**src/rtl/synth_div_pkg.sv**
```systemverilog
// Shared types and sizing helpers for the sequential fractional divider.
package synth_div_pkg;

    typedef enum logic {IDLE, CALC} div_state_t;

    // Counter must hold Q_W+ROUND iterations with headroom.
    function automatic int cnt_w(input int q_w);
        return $clog2(q_w + 2);
    endfunction

endpackage

```
**src/rtl/seq_frac_divider.sv**
```systemverilog
// Saturating fraction q = min(2^Q_W-1, floor(dividend*2^Q_W/divisor)) by
// restoring division, one quotient bit per clock, optional round half-up.
module seq_frac_divider
    import synth_div_pkg::*;
#(
    parameter int NUM_W = 16,
    parameter int DEN_W = 16,
    parameter int Q_W   = 8,
    parameter int ROUND = 0
) (
    input  logic             clk,
    input  logic             nrst,
    input  logic             sample_now,
    input  logic [NUM_W-1:0] dividend,
    input  logic [DEN_W-1:0] divisor,
    output logic [Q_W-1:0]   q_out,
    output logic             busy,
    output logic             done,
    output logic             saturated,
    output logic             div_zero
);

    localparam int N     = Q_W + ROUND;
    localparam int CNT_W = cnt_w(Q_W);
    localparam int MW    = (NUM_W > DEN_W + 1) ? NUM_W : DEN_W + 1;
    localparam logic [CNT_W-1:0] LAST = CNT_W'(N - 1);

    div_state_t       state;
    logic [DEN_W-1:0] den_r;
    logic [DEN_W:0]   rem;
    logic [CNT_W-1:0] cnt;
    logic [N-1:0]     acc;
    logic             sat_r;
    logic             dz_r;

    // Full-width compare so any dividend >= divisor saturates regardless of widths.
    logic [MW-1:0] num_x;
    logic [MW-1:0] den_w;
    assign num_x = MW'(dividend);
    assign den_w = MW'(divisor);

    logic [DEN_W+1:0] rem_sh;
    logic [DEN_W+1:0] den_x;
    logic [DEN_W+1:0] diff;
    logic             take;
    logic [DEN_W:0]   rem_nxt;
    logic [N:0]       acc_ext;
    logic [N-1:0]     acc_nxt;
    logic [N:0]       rnd;
    logic [N:0]       q_max;
    logic [Q_W-1:0]   fin_q;
    logic             fin_sat;

    always_comb begin
        rem_sh  = {rem, 1'b0};
        den_x   = {2'b00, den_r};
        diff    = rem_sh - den_x;
        take    = (rem_sh >= den_x);
        rem_nxt = take ? diff[DEN_W:0] : rem_sh[DEN_W:0];
        acc_ext = {acc, take};
        acc_nxt = acc_ext[N-1:0];
        rnd     = ({1'b0, acc_nxt} + (N+1)'(1)) >> 1;
        q_max   = {{(N+1-Q_W){1'b0}}, {Q_W{1'b1}}};
        fin_q   = acc_nxt[Q_W-1:0];
        fin_sat = 1'b0;
        if (ROUND != 0) begin
            // Rounding up from just below 1.0 lands on 2^Q_W, which must clamp.
            if (rnd > q_max) begin
                fin_q   = '1;
                fin_sat = 1'b1;
            end else begin
                fin_q = rnd[Q_W-1:0];
            end
        end
    end

    always_ff @(posedge clk or negedge nrst) begin
        if (!nrst) begin
            state     <= IDLE;
            den_r     <= '0;
            rem       <= '0;
            cnt       <= '0;
            acc       <= '0;
            sat_r     <= 1'b0;
            dz_r      <= 1'b0;
            q_out     <= '0;
            busy      <= 1'b0;
            done      <= 1'b0;
            saturated <= 1'b0;
            div_zero  <= 1'b0;
        end else begin
            done <= 1'b0;
            case (state)
                IDLE: begin
                    if (sample_now) begin
                        den_r <= divisor;
                        rem   <= num_x[DEN_W:0];
                        cnt   <= '0;
                        acc   <= '0;
                        sat_r <= (num_x >= den_w);
                        dz_r  <= (divisor == '0);
                        busy  <= 1'b1;
                        state <= CALC;
                    end
                end
                CALC: begin
                    rem <= rem_nxt;
                    acc <= acc_nxt;
                    cnt <= cnt + 1'b1;
                    // Shortcut cases still run all N iterations to keep latency fixed.
                    if (cnt == LAST) begin
                        state <= IDLE;
                        busy  <= 1'b0;
                        done  <= 1'b1;
                        if (dz_r) begin
                            q_out     <= '1;
                            saturated <= 1'b1;
                            div_zero  <= 1'b1;
                        end else if (sat_r) begin
                            q_out     <= '1;
                            saturated <= 1'b1;
                            div_zero  <= 1'b0;
                        end else begin
                            q_out     <= fin_q;
                            saturated <= fin_sat;
                            div_zero  <= 1'b0;
                        end
                    end
                end
                default: state <= IDLE;
            endcase
        end
    end

endmodule

```
**config.mk**
```make
export PLATFORM = sky130hd
export DESIGN_NAME = seq_frac_divider
export DESIGN_NICKNAME = d
export VERILOG_FILES = /design/src/rtl/synth_div_pkg.sv /design/src/rtl/seq_frac_divider.sv
export SDC_FILE = /design/constraint.sdc
export NUM_CORES = 1
export LEC_CHECK = 0
export BUFFER_PORTS_ARGS = -buffer_cell sky130_fd_sc_hd__buf_2
export CORE_AREA = 4 4 103 105
export DETAILED_ROUTE_END_ITERATION = 8
export DIE_AREA = 0 0 107 109
export GPL_TIMING_DRIVEN = 0
export MAX_ROUTING_LAYER = met4
export PLACE_DENSITY = 0.7
export SLEW_MARGIN = 20
export SYNTH_ARGS = -nofsm -noshare
export SYNTH_HDL_FRONTEND = slang
export SYNTH_SLANG_ARGS = --single-unit
export TNS_END_PERCENT = 100
```
**constraint.sdc**
```tcl
create_clock -name clk -period 3.44 [get_ports clk]
set_input_delay 0.688 -clock clk [delete_from_list [all_inputs] [get_ports clk]]
set_output_delay 0.688 -clock clk [all_outputs]
set_load 0.05 [all_outputs]
```
Yosys cells after proc, flatten, opt, wreduce, memory -nomap -nowiden
Cells that the tools add are included.
{"block": "classes", "n_addsub": 2, "magnitude_cmp": 2, "eq_ne": 3, "muxes": 20, "bitwise": 1, "reduce_logical": 4}
{"operator": "two-way mux 17 bit", "n": 2}
{"operator": "case mux 17 bit (2 select lines)", "n": 1}
{"operator": "greater-or-equal comparator 18 x 16 -> 1 bit", "n": 1}
{"operator": "subtractor 17 x 16 -> 17 bit", "n": 1}
{"operator": "greater-or-equal comparator 16 bit", "n": 1}
{"operator": "logical NOT 16 bit", "n": 1}
{"operator": "two-way mux 8 bit", "n": 2}
{"operator": "case mux 7 bit (2 select lines)", "n": 1}
{"operator": "two-way mux 1 bit", "n": 9}
{"operator": "case mux 4 bit (2 select lines)", "n": 1}
{"operator": "two-way mux 7 bit", "n": 1}
{"operator": "AND reduction 2 bit", "n": 3}
{"operator": "adder 4 x 1 -> 4 bit (second input constant)", "n": 1}
{"operator": "equality test 4 x 3 -> 1 bit (second input constant)", "n": 1}
{"operator": "two-way mux 4 bit", "n": 1}
{"operator": "case mux 1 bit (2 select lines)", "n": 2}
{"operator": "inequality test 2 x 1 -> 1 bit (second input constant)", "n": 1}
{"operator": "inequality test 2 bit (second input constant)", "n": 1}
{"operator": "inverter 1 bit", "n": 1}
{"block": "totals", "regBits": 59, "input_bits": 35, "out_inout_bits": 12, "word_cells": 44}

Logic depth before layout (Yosys ltp)
Gate-level depths: netlist (run 1).
{"block": "depth", "ltp_word": 3, "depth_mapped": 12, "ltp_nobuf": 10}

Least setup slack after synthesis (run 1)
No wires, ideal clock.
{"block": "synth_path", "path_type": "register -> register", "startpoint": "register den_r[0]", "endpoint": "register rem[5]", "setup_time_ns": 0.082, "arrival_time_ns": 2.271, "t_required_ns": 3.358, "path_slack_ns": 1.087, "stages_incl_launch_ff": 9, "path_buffers": 0, "period_less_slack_ns": 2.353, "path_cell_list": "dfrtp_1 fa_1 and2b_1 o21ai_1 a211o_1 a21oi_4 a21oi_2 or3_1 a31oi_1"}
{"block": "synth_via", "elab_chain_cells": 3, "elab_cells_between_ends": 4, "classes_between": "add/sub: 1; order compare: 1; mux: 2"}
{"item": "start, declared", "line": "seq_frac_divider.sv:29", "source": "logic [DEN_W-1:0] den_r;"}
{"item": "start signal, assigned", "line": "seq_frac_divider.sv:96", "source": "den_r <= divisor;"}
{"item": "subtractor 17 x 16 -> 17 bit or greater-or-equal comparator 18 x 16 -> 1 bit (tied branches)", "line": "seq_frac_divider.sv:57, seq_frac_divider.sv:58"}
{"item": "two-way mux 17 bit *", "line": "seq_frac_divider.sv:59", "source": "rem_nxt = take ? diff[DEN_W:0] : rem_sh[DEN_W:0];"}
{"item": "case mux 17 bit (2 select lines) *", "line": "seq_frac_divider.sv:93", "source": "case (state)"}
{"item": "end signal, assigned", "line": "seq_frac_divider.sv:97", "source": "rem <= num_x[DEN_W:0];"}
{"item": "end signal, assigned", "line": "seq_frac_divider.sv:107", "source": "rem <= rem_nxt;"}
{"item": "end, declared", "line": "seq_frac_divider.sv:30", "source": "logic [DEN_W:0] rem;"}
Mark *: on every way between the ends. The rest lies on a longest branch, timed or not.
A chain may end at the register's enable or synchronous reset.

Worst setup path in the final report (run 1)
{"block": "layout_path", "startpoint": "register den_r[0]", "endpoint": "register rem[11]"}
The elaborated chain is that of the path after synthesis.

==> summary.txt, run 1 <==
Status
  • Outcome: finished clean

Critical path
  • WP buf/inv: 2
  • Delay of the slowest critical-path stage: 470 ps
  • Crit end category: register
  • Arrival @ worst endpoint: 2960 ps
  • Critical Path RT: between 3000 and 4000 ps
  • Startpoint class of the critical path: register
  • Levels on crit path: 10
  • Crit Path Max Fanout: 10
  • R2r worst-path depth: 10
  • CP Cell Sequence: fa_1 -> and2b_1 -> o21ai_1 -> a211o_1 -> a21oi_4 -> a21o_1 -> buf_4 -> buf_6 -> nand3_1 -> a31oi_1
  • Critical path type: reg -> reg
  • Crit-path slowest cell: fa_1
  • Delay-heaviest family, CP: compound AO/OA/AOI/OAI gates

Layout
  • # diodes: 0
  • Share of cells above drive strength 1: approximately 14%
  • # fillers: 964
  • Area growth syn-to-layout: 15.5%
  • Final nets: roughly 570

Clock tree
  • CTS Buf Count: 9
  • Post CTS Setup Buffer Count: 0
  • CTS Root Cell: clkbuf_8
  • Post_cts resized: 0
  • H-tree Lvls: 3
  • Worst skew pair latency: 350 ps
  • Hold-fix buffers, CTS: 0
  • Longest Clk Path Bufs: 2
  • TritonCTS Sinks: between 50 and 60
  • Reg clk slew, reported paths: 70 ps
  • CTS tree: built

Logic synthesis
  • Netlist cell types: between 50 and 60
  • Synthesized net count: 516
  • Share of synthesized registers carrying an async set or reset: 100%
  • Sequential area share after synthesis: between 30% and 40%
  • Avg Synthesized Cell Area: ~8.6 um^2
  • Main flop type after synthesis: dfrtp_1
  • Synth warn: 0
  • Yosys reg bits: 59
  • Mapped Cells: approximately 450
  • Netlist Area Pre-Place: between 0.003 and 0.004 mm^2
  • EDFF count, synth: 0

STA
  • Setup ws final: ~750 ps
  • Worst Skew: around 5.2 ps
  • RSZ-0062 raised after global routing: false
  • # setup viols final: 0
  • Tmin final: around 2700 ps
  • Slew Limit Fails: 0
  • Fmax: roughly 0.37 GHz
  • Setup TNS: 0 ps
  • Fin. Hold Viols: 0
  • Relative slew slack: between 40% and 50%
  • Post-route clock period utilization: roughly four fifths
  • Worst-margin pin slew: ~770 ps

Placement
  • RePlAce Congestion: approximately 0.92
  • Pre-CTS setup slack: roughly 800 ps
  • I/O Buffers: 45
  • Post-DP HPWL: 7.47 mm

GRT
  • GRT Residual Overflow: 0
  • First-pass GRT wire length: between 15 and 20 mm
  • Global-route usage over all layers: a little under a fifth
  • Pin count of the biggest net entering global routing: 60
  • Number of global-route vias before repair: around 3.4k
  • Initial antenna violation count: 0

Floorplanning
  • Row cnt: 36
  • Ports: 47
  • Core ar.: 0.00964 mm^2
  • Chip Width: 107 um
  • Die ar.: ~0.012 mm^2
  • Die Y: 109 um
  • Initial Utilization: roughly 40%

Hold path
  • HP Class: in -> async

Flow run
  • Maxcap violations: 0

Drt
  • Vias per cell: between 5 and 6
  • DRT antenna net count: 0
  • Via count: ~3.5k
  • DR WL/cell: between 15 and 20 um
  • Drt first pass iters: 5
  • # DRC: 0
  • DRT iter0 DRCs: between 150 and 200
  • Drt total wl: approximately 10 mm

Power and ir drop
  • Leakage: 2.11 nW
  • PwrDens: around 1100 mW/mm^2
  • Maximum VDD drop: ~0.32 mV
==> worst paths after layout <==
check,to,slack (ps),startpoint
min in group clk,q_out[5]$_DFFE_PN0P_,480,q_out[5]$_DFFE_PN0P_
setup reg to reg,rem[11]$_DFFE_PN0P_,750,den_r[0]$_DFFE_PN0P_
setup / recovery,rem[11]$_DFFE_PN0P_,750,den_r[0]$_DFFE_PN0P_
hold reg to reg,q_out[5]$_DFFE_PN0P_,480,q_out[5]$_DFFE_PN0P_
max in group asynchronous,den_r[12]$_DFFE_PN0P_,2520,nrst
hold / removal,rem[1]$_DFFE_PN0P_,420,nrst
==> worst register-to-register path: cells and delay by family (launching register included) <==
family | cells | cell delay [ps]
simple gates | 2 | 310
flops | 1 | 440
compound gates | 5 | 1050
buf+inv | 2 | 350
fa+ha+maj | 1 | 470
==> per-layer routing <==
| layer | vias to the layer above | wire length (um) | track usage, % |
|---|---|---|---|
| li1 | 1677 | - | - |
| met1 | 1653 | 4730 | 23.8 |
| met2 | 106 | 4610 | 28.9 |
| met3 | 21 | 541 | 4.26 |
| met4 | 0 | 180 | 5.21 |
| met5 | - | 0 | - |
==> area by class of cell <==
type                       instances  area (um^2)  share of cell area [%]
inverter                          40          150                    3.39
multi-input combinational        329         2120                    47.9
buffer                            19         85.1                    1.92
sequential                        59         1480                    33.4
clock inverter                     7         76.3                    1.73
clock buffer                       9          124                    2.80
timing repair buffer              45          228                    5.15
tap                              133          166                    3.76
==> cell usage in the layout (no fill, tap or decap), types with 2 or more instances in the layout <==
cell type | Yosys | final
a211o_1 | 2 | 2
a211oi_1 | 15 | 15
a21o_1 | 13 | 13
a21oi_1 | 14 | 14
a22o_1 | 2 | 2
a31oi_1 | 13 | 13
and2_1 | 4 | 4
and4_1 | 2 | 2
buf_2 | 2 | 46
buf_4 | 1 | 2
clkbuf_1 | 15 | 15
clkbuf_8 | 0 | 9
clkinvlp_4 | 0 | 2
dfrtp_1 | 59 | 59
ha_1 | 33 | 33
inv_1 | 39 | 39
inv_6 | 0 | 2
mux2i_1 | 10 | 10
nand2_1 | 72 | 72
nand2b_1 | 2 | 2
nand3_1 | 13 | 13
nand4_1 | 4 | 4
nor2_1 | 23 | 23
nor2b_1 | 13 | 13
nor3_1 | 4 | 4
nor4_1 | 5 | 5
o21a_1 | 3 | 3
o21ai_0 | 41 | 41
o21ai_1 | 5 | 5
o21bai_1 | 2 | 2
o22ai_1 | 2 | 2
o31ai_1 | 3 | 3
or3_1 | 4 | 4
xnor2_1 | 4 | 4
xor2_1 | 4 | 4
==> through the flow <==
| step | total power [mW] | cell area (um^2) | utilization [%] | std cells | hold slack [ps] |
|---|---|---|---|---|---|
| 6_report | 5.07 | 4420 | 45.9 | 641 | 421 |
| 5_1_grt | 5.49 | 4420 | 45.9 | 641 | 470 |
| 3_3_place_gp | 4.28 | 4220 | 43.8 | 625 | 460 |
| 2_1_floorplan | 3.68 | 3830 | - | 447 | 392 |
| 4_1_cts | 5.05 | 4420 | 45.9 | 641 | 435 |
| 3_5_place_dp | 4.37 | 4220 | 43.8 | 625 | 465 |
==> logic make-up after synthesis <==
kind of cell / share of synthesized area [%]
adders and majority gates: 11.3
buffers and inverters: 6.14
muxes: 2.91
xor gates and xnor gates: 1.83
and+or+nand+nor: 18.0
DFF: 38.5
AOI/OAI and AO/OA: 21.3
==> cell usage after synthesis (all sizes together) (3+ instances only) <==
| cell type | n | area, um^2 |
|---|---|---|
| o21ai | 46 | 230 |
| xor2 | 4 | 35.0 |
| xnor2 | 4 | 35.0 |
| o31ai | 4 | 35.0 |
| clkbuf | 15 | 56.3 |
| nor4 | 5 | 31.3 |
| a21o | 13 | 97.6 |
| ha | 33 | 413 |
| nor3 | 4 | 20.0 |
| a31oi | 13 | 81.3 |
| nor2b | 13 | 81.3 |
| a21oi | 16 | 95.1 |
| inv | 40 | 150 |
| nor2 | 23 | 86.3 |
| or3 | 4 | 25.0 |
| o21a | 3 | 22.5 |
| a211oi | 15 | 113 |
| nand3 | 13 | 65.1 |
| mux2i | 10 | 100 |
| and2 | 4 | 25.0 |
| nand4 | 4 | 25.0 |
| buf | 4 | 28.8 |
| nand2 | 72 | 270 |
| dfrtp | 59 | 1480 |
==> sequential cells by signal (all words and copies together), names as in the netlist, 4 cells and up <==
signal	cells
rem	17
cnt	4
q_out	8
den_r	16
acc	7
==> power breakdown <==
group	internal, mW	total, mW	leakage (nW)	switching, mW
Combinational	1.23	3.14	1.32	1.90
Sequential	1.07	1.29	0.699	0.214
Clock	0.339	0.648	0.0962	0.309
(Power assumes the default switching activity.)
==> run 2: changes to the inputs <==
Settings changed: PLACE_DENSITY 0.7 to 0.72.
Clock period 3.44 ns to 2.4 ns, I/O delays scaled along.
==> run 2 against run 1 <==
- the flow now finishes with violations (negative setup slack)
- first-iteration DRC count increased by 47%
- setup slack lost 860 ps
- wire length increased by 11%
- power grew 67%
- combinational power increased by 80%
- highest routed layer unchanged
==> summary.txt, run 2 (synthesis gave the netlist of run 1 again) <==
Hold path
  • HP Class: in -> async

Clock tree
  • Longest Clk Path Bufs: 2 (unchanged)
  • CTS Buf Count: 9 (unchanged)
  • Worst skew pair latency: 360 ps (about the same)
  • Reg clk slew, reported paths: 70 ps (about the same)
  • CTS tree: built
  • Hold-fix buffers, CTS: 0 (unchanged)
  • H-tree Lvls: 3 (unchanged)
  • TritonCTS Sinks: 59 (unchanged)
  • CTS Root Cell: clkbuf_8

STA
  • Setup ws final: -105 ps (-855 ps)
  • Worst-margin pin slew: 736 ps (-38.8 ps)
  • Relative slew slack: 51.0% (+2.6 points)
  • Fmax: 0.399 GHz (+7.4%)
  • Post-route clock period utilization: 104% (+26 points)
  • RSZ-0062 raised after global routing: true
  • Tmin final: 2510 ps (-185 ps)
  • Fin. Hold Viols: 0 (unchanged)
  • Worst Skew: 11.2 ps (+5.98 ps)
  • Slew Limit Fails: 0 (unchanged)
  • # setup viols final: 15 (+15)

Drt
  • Via count: 3628 (+4.9%)
  • Drt first pass iters: 5 (unchanged)
  • # DRC: 0 (unchanged)
  • Drt total wl: 11.2 mm (+11%)
  • DRT iter0 DRCs: 284 (+47%)
  • DR WL/cell: 17.0 um (+8.2%)
  • Vias per cell: 5.50 (+1.9%)
  • DRT antenna net count: 0 (unchanged)

Critical path
  • R2r worst-path depth: 11 (+1)
  • Arrival @ worst endpoint: 2770 ps (-190 ps)
  • Crit end category: register
  • Worst reg2reg path endpoint: rem[7]$_DFFE_PN0P_
  • R2R setup slack: -110 ps (-860 ps)
  • Critical Path RT: 2660 ps (-1050 ps)
  • Crit Path Max Fanout: 6 (-4)
  • Reg-to-reg startpoint: rem[0]$_DFFE_PN0P_
  • Startpoint class of the critical path: register
  • Critical path type: reg -> reg

Floorplanning
  • Core ar.: 0.00964 mm^2 (unchanged)
  • Chip Width: 107 um (unchanged)
  • Die Y: 109 um (unchanged)
  • Die ar.: 0.0117 mm^2 (unchanged)
  • Initial Utilization: 39.7% (unchanged)
  • Ports: 47 (unchanged)
  • Row cnt: 36 (unchanged)

Layout
  • # fillers: 900 (-6.6%)
  • Seq. cell area: 0.00148 mm^2 (unchanged)
  • Fin cells: 660 (+3.0%)
  • # diodes: 0 (unchanged)
  • Largest registers: rem (17), den_r (16), q_out (8)
  • Multi-input logic area: 0.00232 mm^2 (+9.7%)
  • Most common cell after layout, fill and taps aside: nand2_1
  • Finished Cell Area: 0.00482 mm^2 (+9.0%)
  • Share of cells above drive strength 1: 24.3% (+10 points)
  • Max FFs per register: 17 (unchanged)
  • Area growth syn-to-layout: 25.9%
  • Final nets: 591 (+3.3%)
  • Most frequent cells in the layout: nand2_1, dfrtp_1, buf_2, o21ai_0, inv_1
  • Post-layout util: 50.0% (+4.1 points)
  • Biggest register: rem

Flow run
  • Maxcap violations: 0 (unchanged)

GRT
  • Number of global-route vias before repair: 3592 (+4.8%)
  • First-pass GRT wire length: 17.4 mm (+6.5%)
  • Initial antenna violation count: 0 (unchanged)
  • GRT Residual Overflow: 0 (unchanged)
  • Global-route usage over all layers: 19.7% (+1.4 points)
  • Pin count of the biggest net entering global routing: 60 (unchanged)

Placement
  • I/O Buffers: 45 (unchanged)
  • Area after DPL: 0.00422 mm^2 (unchanged)
  • Placed insts: 625 (unchanged)
  • Pre-CTS setup slack: -262 ps (-1060 ps)
  • Post-DP HPWL: 7.55 mm (+1.1%)
  • RePlAce Congestion: 0.932 (+1.6%)

Power and ir drop
  • Maximum VDD drop: 0.575 mV (+78%)
  • PwrDens: 1750 mW/mm^2 (+53%)
  • Tot Pwr: 8.46 mW (+67%)
  • Leakage: 2.26 nW (+6.8%)

Status
  • Outcome: finished with violations
  • Failing checks: negative setup slack
==> run 2: cell count changes in the layout (fill, tap and decap cells not counted), moves of 4 or more <==
cell	delta
nand3_1	-4
buf_6	+5
nand3_2	+4
buf_4	+14
o21ai_2	+4
nand2_1	-5
ha_4	+4
ha_1	-6
nand2_2	+4
==> run 2: how the worst max path moves through the flow <==
stage / startpoint / endpoint / slack [ps]
after detailed placement: den_r[0]$_DFFE_PN0P_ / rem[5]$_DFFE_PN0P_ / -260
after global routing: rem[0]$_DFFE_PN0P_ / rem[7]$_DFFE_PN0P_ / -200
final: rem[0]$_DFFE_PN0P_ / rem[7]$_DFFE_PN0P_ / -110
after CTS: den_r[0]$_DFFE_PN0P_ / rem[10]$_DFFE_PN0P_ / -20
after global placement: den_r[13]$_DFFE_PN0P_ / rem[5]$_DFFE_PN0P_ / -250
after floorplan: den_r[0]$_DFFE_PN0P_ / rem[5]$_DFFE_PN0P_ / 50
==> run 2: power breakdown <==
group	internal (mW)	leakage [nW]	total, mW	switching (mW)
Clock	0.507	0.0987	0.952	0.445
Sequential	1.54	0.699	1.87	0.330
Combinational	2.41	1.46	5.64	3.23
Total	4.45	2.26	8.46	4.00
==> run 2: metrics by stage <==
step / setup TNS, ps / hold WS, ps
after floorplan: 0 / 184
after global placement: -2350 / 449
after detailed placement: -2610 / 451
after CTS: -25.0 / 218
after global routing: -2590 / 255
final: -839 / 196
==> run 2: worst max-delay path, stage by stage, from the launching register on <==
cell	delay [ps]
dfrtp_1	390
inv_2	60
fa_2	390
and2b_1	220
o21ai_2	80
a211o_1	350
a21oi_4	210
a21o_1	160
buf_6	140
buf_4	120
nand3_2	70
a31oi_2	220
==> run 2: area by class of cell <==
type,instances,area share [%]
buffer,18,1.95
clock buffer,10,2.85
clock inverter,6,1.32
inverter,40,3.11
multi-input combinational,329,48.2
sequential,59,30.6
tap,133,3.45
timing repair buffer,65,8.51
==> run 2: what timing repair did <==
item                                    CTS  global route
gates cloned                              0             2
buffers inserted                          8            10
gates resized for setup                  12            45
endpoints found under the setup margin   18            19
pin swaps                                 5            31
==> run 2: per-layer routing <==
layer | routed length, um | global-route usage (%) | vias up | share of wire, %
met5 | 0 | - | - | 0
met4 | 365 | 8.58 | 0 | 3.3
met3 | 708 | 4.14 | 32 | 6.3
met2 | 5310 | 31.3 | 120 | 47
met1 | 4820 | 24.4 | 1762 | 43
li1 | - | - | 1714 | -
==> run 3: changes to the inputs <==
Settings changed: CORE_AREA 4 4 103 105 to 4 4 122 89, DIE_AREA 0 0 107 109 to 0 0 126 93, PLACE_DENSITY 0.72 to 0.7.
Clock period 2.4 ns to 2.31 ns, I/O delays scaled along.
==> run 3 against run 2 <==
- the run still ends with negative setup slack left
- wire length is 1.1% lower
- die area up 0.47%
- power rose by 7.5%
- global-route usage is 0.085 points lower
- register-to-register slack about the same
- clock power up 44%
==> summary.txt, run 3 (synthesis gave the netlist of run 1 again) <==
Critical path
  • Crit Path Max Fanout: 7 (+1)
  • Critical path type: reg -> reg
  • Arrival @ worst endpoint: 2650 ps (-120 ps)
  • Critical Path RT: 2530 ps (-130 ps)
  • Crit-path slowest cell: dfrtp_1
  • Startpoint class of the critical path: register
  • Delay-heaviest family, CP: compound AO/OA/AOI/OAI gates
  • WP buf/inv: 2 (-1)
  • Crit end category: register
  • Delay of the slowest critical-path stage: 400 ps (about the same)
  • CP Cell Sequence: fa_2 -> and2b_1 -> o21ai_2 -> a211o_1 -> a21oi_4 -> a21o_1 -> buf_6 -> buf_8 -> and4_1 -> nor3_2

Drt
  • Vias per cell: 5.58 (+1.5%)
  • Via count: 3625 (-0.083%)
  • Drt total wl: 11.1 mm (-1.1%)
  • DR WL/cell: 17.0 um (+0.44%)
  • Drt first pass iters: 5 (unchanged)
  • # DRC: 0 (unchanged)
  • DRT antenna net count: 0 (unchanged)
  • DRT iter0 DRCs: 174 (-39%)

Placement
  • Area after DPL: 0.00423 mm^2 (about the same)
  • I/O Buffers: 45 (unchanged)
  • Post-DP HPWL: 7.76 mm (+2.9%)
  • Placed insts: 620 (-0.80%)
  • RePlAce Congestion: 0.885 (-5.1%)

Power and ir drop
  • P_sw: 4.17 mW (+4.2%)
  • Sw Ratio: 45.9% (-1.5 points)
  • Leakage: 2.29 nW (+1.5%)
  • Tot Pwr: 9.09 mW (+7.5%)
  • Sequential Power Share: 21.2% (-0.9 points)
  • Combinational Power Share: 63.7% (-3.0 points)
  • Clock power share: 15.0% (+3.7 points)
  • Maximum VDD drop: 0.650 mV (+13%)
  • P_int: 4.92 mW (+11%)
  • PwrDens: 1850 mW/mm^2 (+5.7%)

Layout
  • Max FFs per register: 17 (unchanged)
  • # diodes: 0 (unchanged)
  • Largest registers: rem (17), den_r (16), q_out (8)
  • Most common cell after layout, fill and taps aside: nand2_1
  • Most frequent cells in the layout: nand2_1, dfrtp_1, buf_2, o21ai_0, inv_1
  • # fillers: 881 (-2.1%)
  • Finished Cell Area: 0.00490 mm^2 (+1.7%)
  • Fin cells: 650 (-1.5%)
  • Area growth syn-to-layout: 28.1%
  • Final nets: 586 (-0.85%)
  • Share of cells above drive strength 1: 23.8% (-0.53 points)
  • Biggest register: rem

Clock tree
  • H-tree Lvls: 3 (unchanged)
  • Reg clk slew, reported paths: 60 ps (about the same)
  • TritonCTS Sinks: 59 (unchanged)
  • CTS Buf Count: 9 (unchanged)
  • Worst skew pair latency: 340 ps (-20 ps)
  • CTS Root Cell: clkbuf_16
  • Longest Clk Path Bufs: 2 (unchanged)
  • Hold-fix buffers, CTS: 0 (unchanged)
  • CTS tree: built

Floorplanning
  • Initial Utilization: 39.9% (+0.12 points)
  • Row cnt: 30 (-17%)
  • Die ar.: 0.0117 mm^2 (+0.47%)
  • Die Y: 93 um (-15%)
  • Ports: 47 (unchanged)
  • Chip Width: 126 um (+18%)
  • Core ar.: 0.00961 mm^2 (-0.31%)

STA
  • Setup ws final: -119 ps (-13.9 ps)
  • Fin. Hold Viols: 0 (unchanged)
  • Worst Skew: 5.24 ps (-5.93 ps)
  • Fmax: 0.412 GHz (+3.1%)
  • Tmin final: 2430 ps (-76.1 ps)
  • Setup TNS: -921 ps (-81.3 ps)
  • Relative slew slack: 49.4% (-1.5 points)
  • # setup viols final: 15 (unchanged)
  • Post-route clock period utilization: 105% (+0.77 points)
  • RSZ-0062 raised after global routing: true
  • Worst-margin pin slew: 758 ps (+22.8 ps)
  • Slew Limit Fails: 0 (unchanged)

Status
  • Outcome: finished with violations
  • Failing checks: negative setup slack

GRT
  • Initial antenna violation count: 0 (unchanged)
  • Number of global-route vias before repair: 3645 (+1.5%)
  • GRT Residual Overflow: 0 (unchanged)
  • Pin count of the biggest net entering global routing: 60 (unchanged)
  • Global-route usage over all layers: 19.6% (-0.085 points)
  • First-pass GRT wire length: 18.0 mm (+3.4%)

Hold path
  • HP Class: in -> async

Flow run
  • Maxcap violations: 0 (unchanged)
-- run 3: worst reg2reg max path: cells and delay by family, from the launching register on --
family / cells / cell delay, ps
AOI/OAI and AO/OA: 4 / 760
DFF: 1 / 400
and+or+nand+nor: 3 / 490
buffers and inverters: 2 / 270
adders and majority gates: 1 / 390
-- run 3: final cells by class --
type	instances	area [um^2]	share of cell area, %
Tap cell	128	160	3.27
Multi-Input combinational cell	329	2360	48.2
Clock buffer	10	239	4.87
Clock inverter	6	65.1	1.33
Sequential cell	59	1480	30.1
Timing Repair Buffer	61	372	7.58
Buffer	17	78.8	1.61
Inverter	40	150	3.06
-- run 3: metrics by stage --
| step | setup slack, ps | utilization [%] | hold slack (ps) |
|---|---|---|---|
| final | -119 | 51.0 | 192 |
| after global routing | -193 | 51.0 | 265 |
| after CTS | -104 | 50.0 | 224 |
| after detailed placement | -269 | 44.0 | 464 |
| after global placement | -224 | 44.0 | 459 |
| after floorplan | 15.2 | - | 166 |
-- run 3: path summary, 6_finish.rpt --
| kind | from | to | slack (ps) | cells after the start |
|---|---|---|---|---|
| worst max register to register | den_r[1]$_DFFE_PN0P_ | rem[13]$_DFFE_PN0P_ | -120 | 10 |
| max in group asynchronous | nrst | rem[5]$_DFFE_PN0P_ | 1610 | 1 |
| min in group clk | divisor[2] | den_r[2]$_DFFE_PN0P_ | 370 | 3 |
| worst min-delay path | nrst | q_out[4]$_DFFE_PN0P_ | 190 | 1 |
| worst max-delay path | den_r[1]$_DFFE_PN0P_ | rem[13]$_DFFE_PN0P_ | -120 | 10 |
| worst min register to register | q_out[2]$_DFFE_PN0P_ | q_out[2]$_DFFE_PN0P_ | 470 | 2 |
-- run 3: power groups by stage --
stage / logic, mW / clock network [mW] / registers (mW)
2_1_floorplan: 3.32 / 0 / 2.18
3_3_place_gp: 4.47 / 0 / 1.90
3_5_place_dp: 4.62 / 0 / 1.93
4_1_cts: 5.37 / 1.38 / 1.92
5_1_grt: 6.31 / 1.42 / 1.99
6_report: 5.79 / 1.37 / 1.93
-- run 3: repair_timing --
action | in CTS | in global routing
cloned | 1 | 0
pin swaps | 21 | 19
resized for setup | 30 | 23
setup buffers | 13 | 3
endpoints found under the hold margin | 0 | 0
setup endpoints to repair | 19 | 19
-- run 3: metal layers --
metal,part of all wire (%),vias to the layer above,global-route usage [%]
met5,0,-,-
met4,2.1,0,7.14
met3,6.7,28,3.82
met2,47,138,30.8
met1,44,1757,25.6
li1,-,1702,-
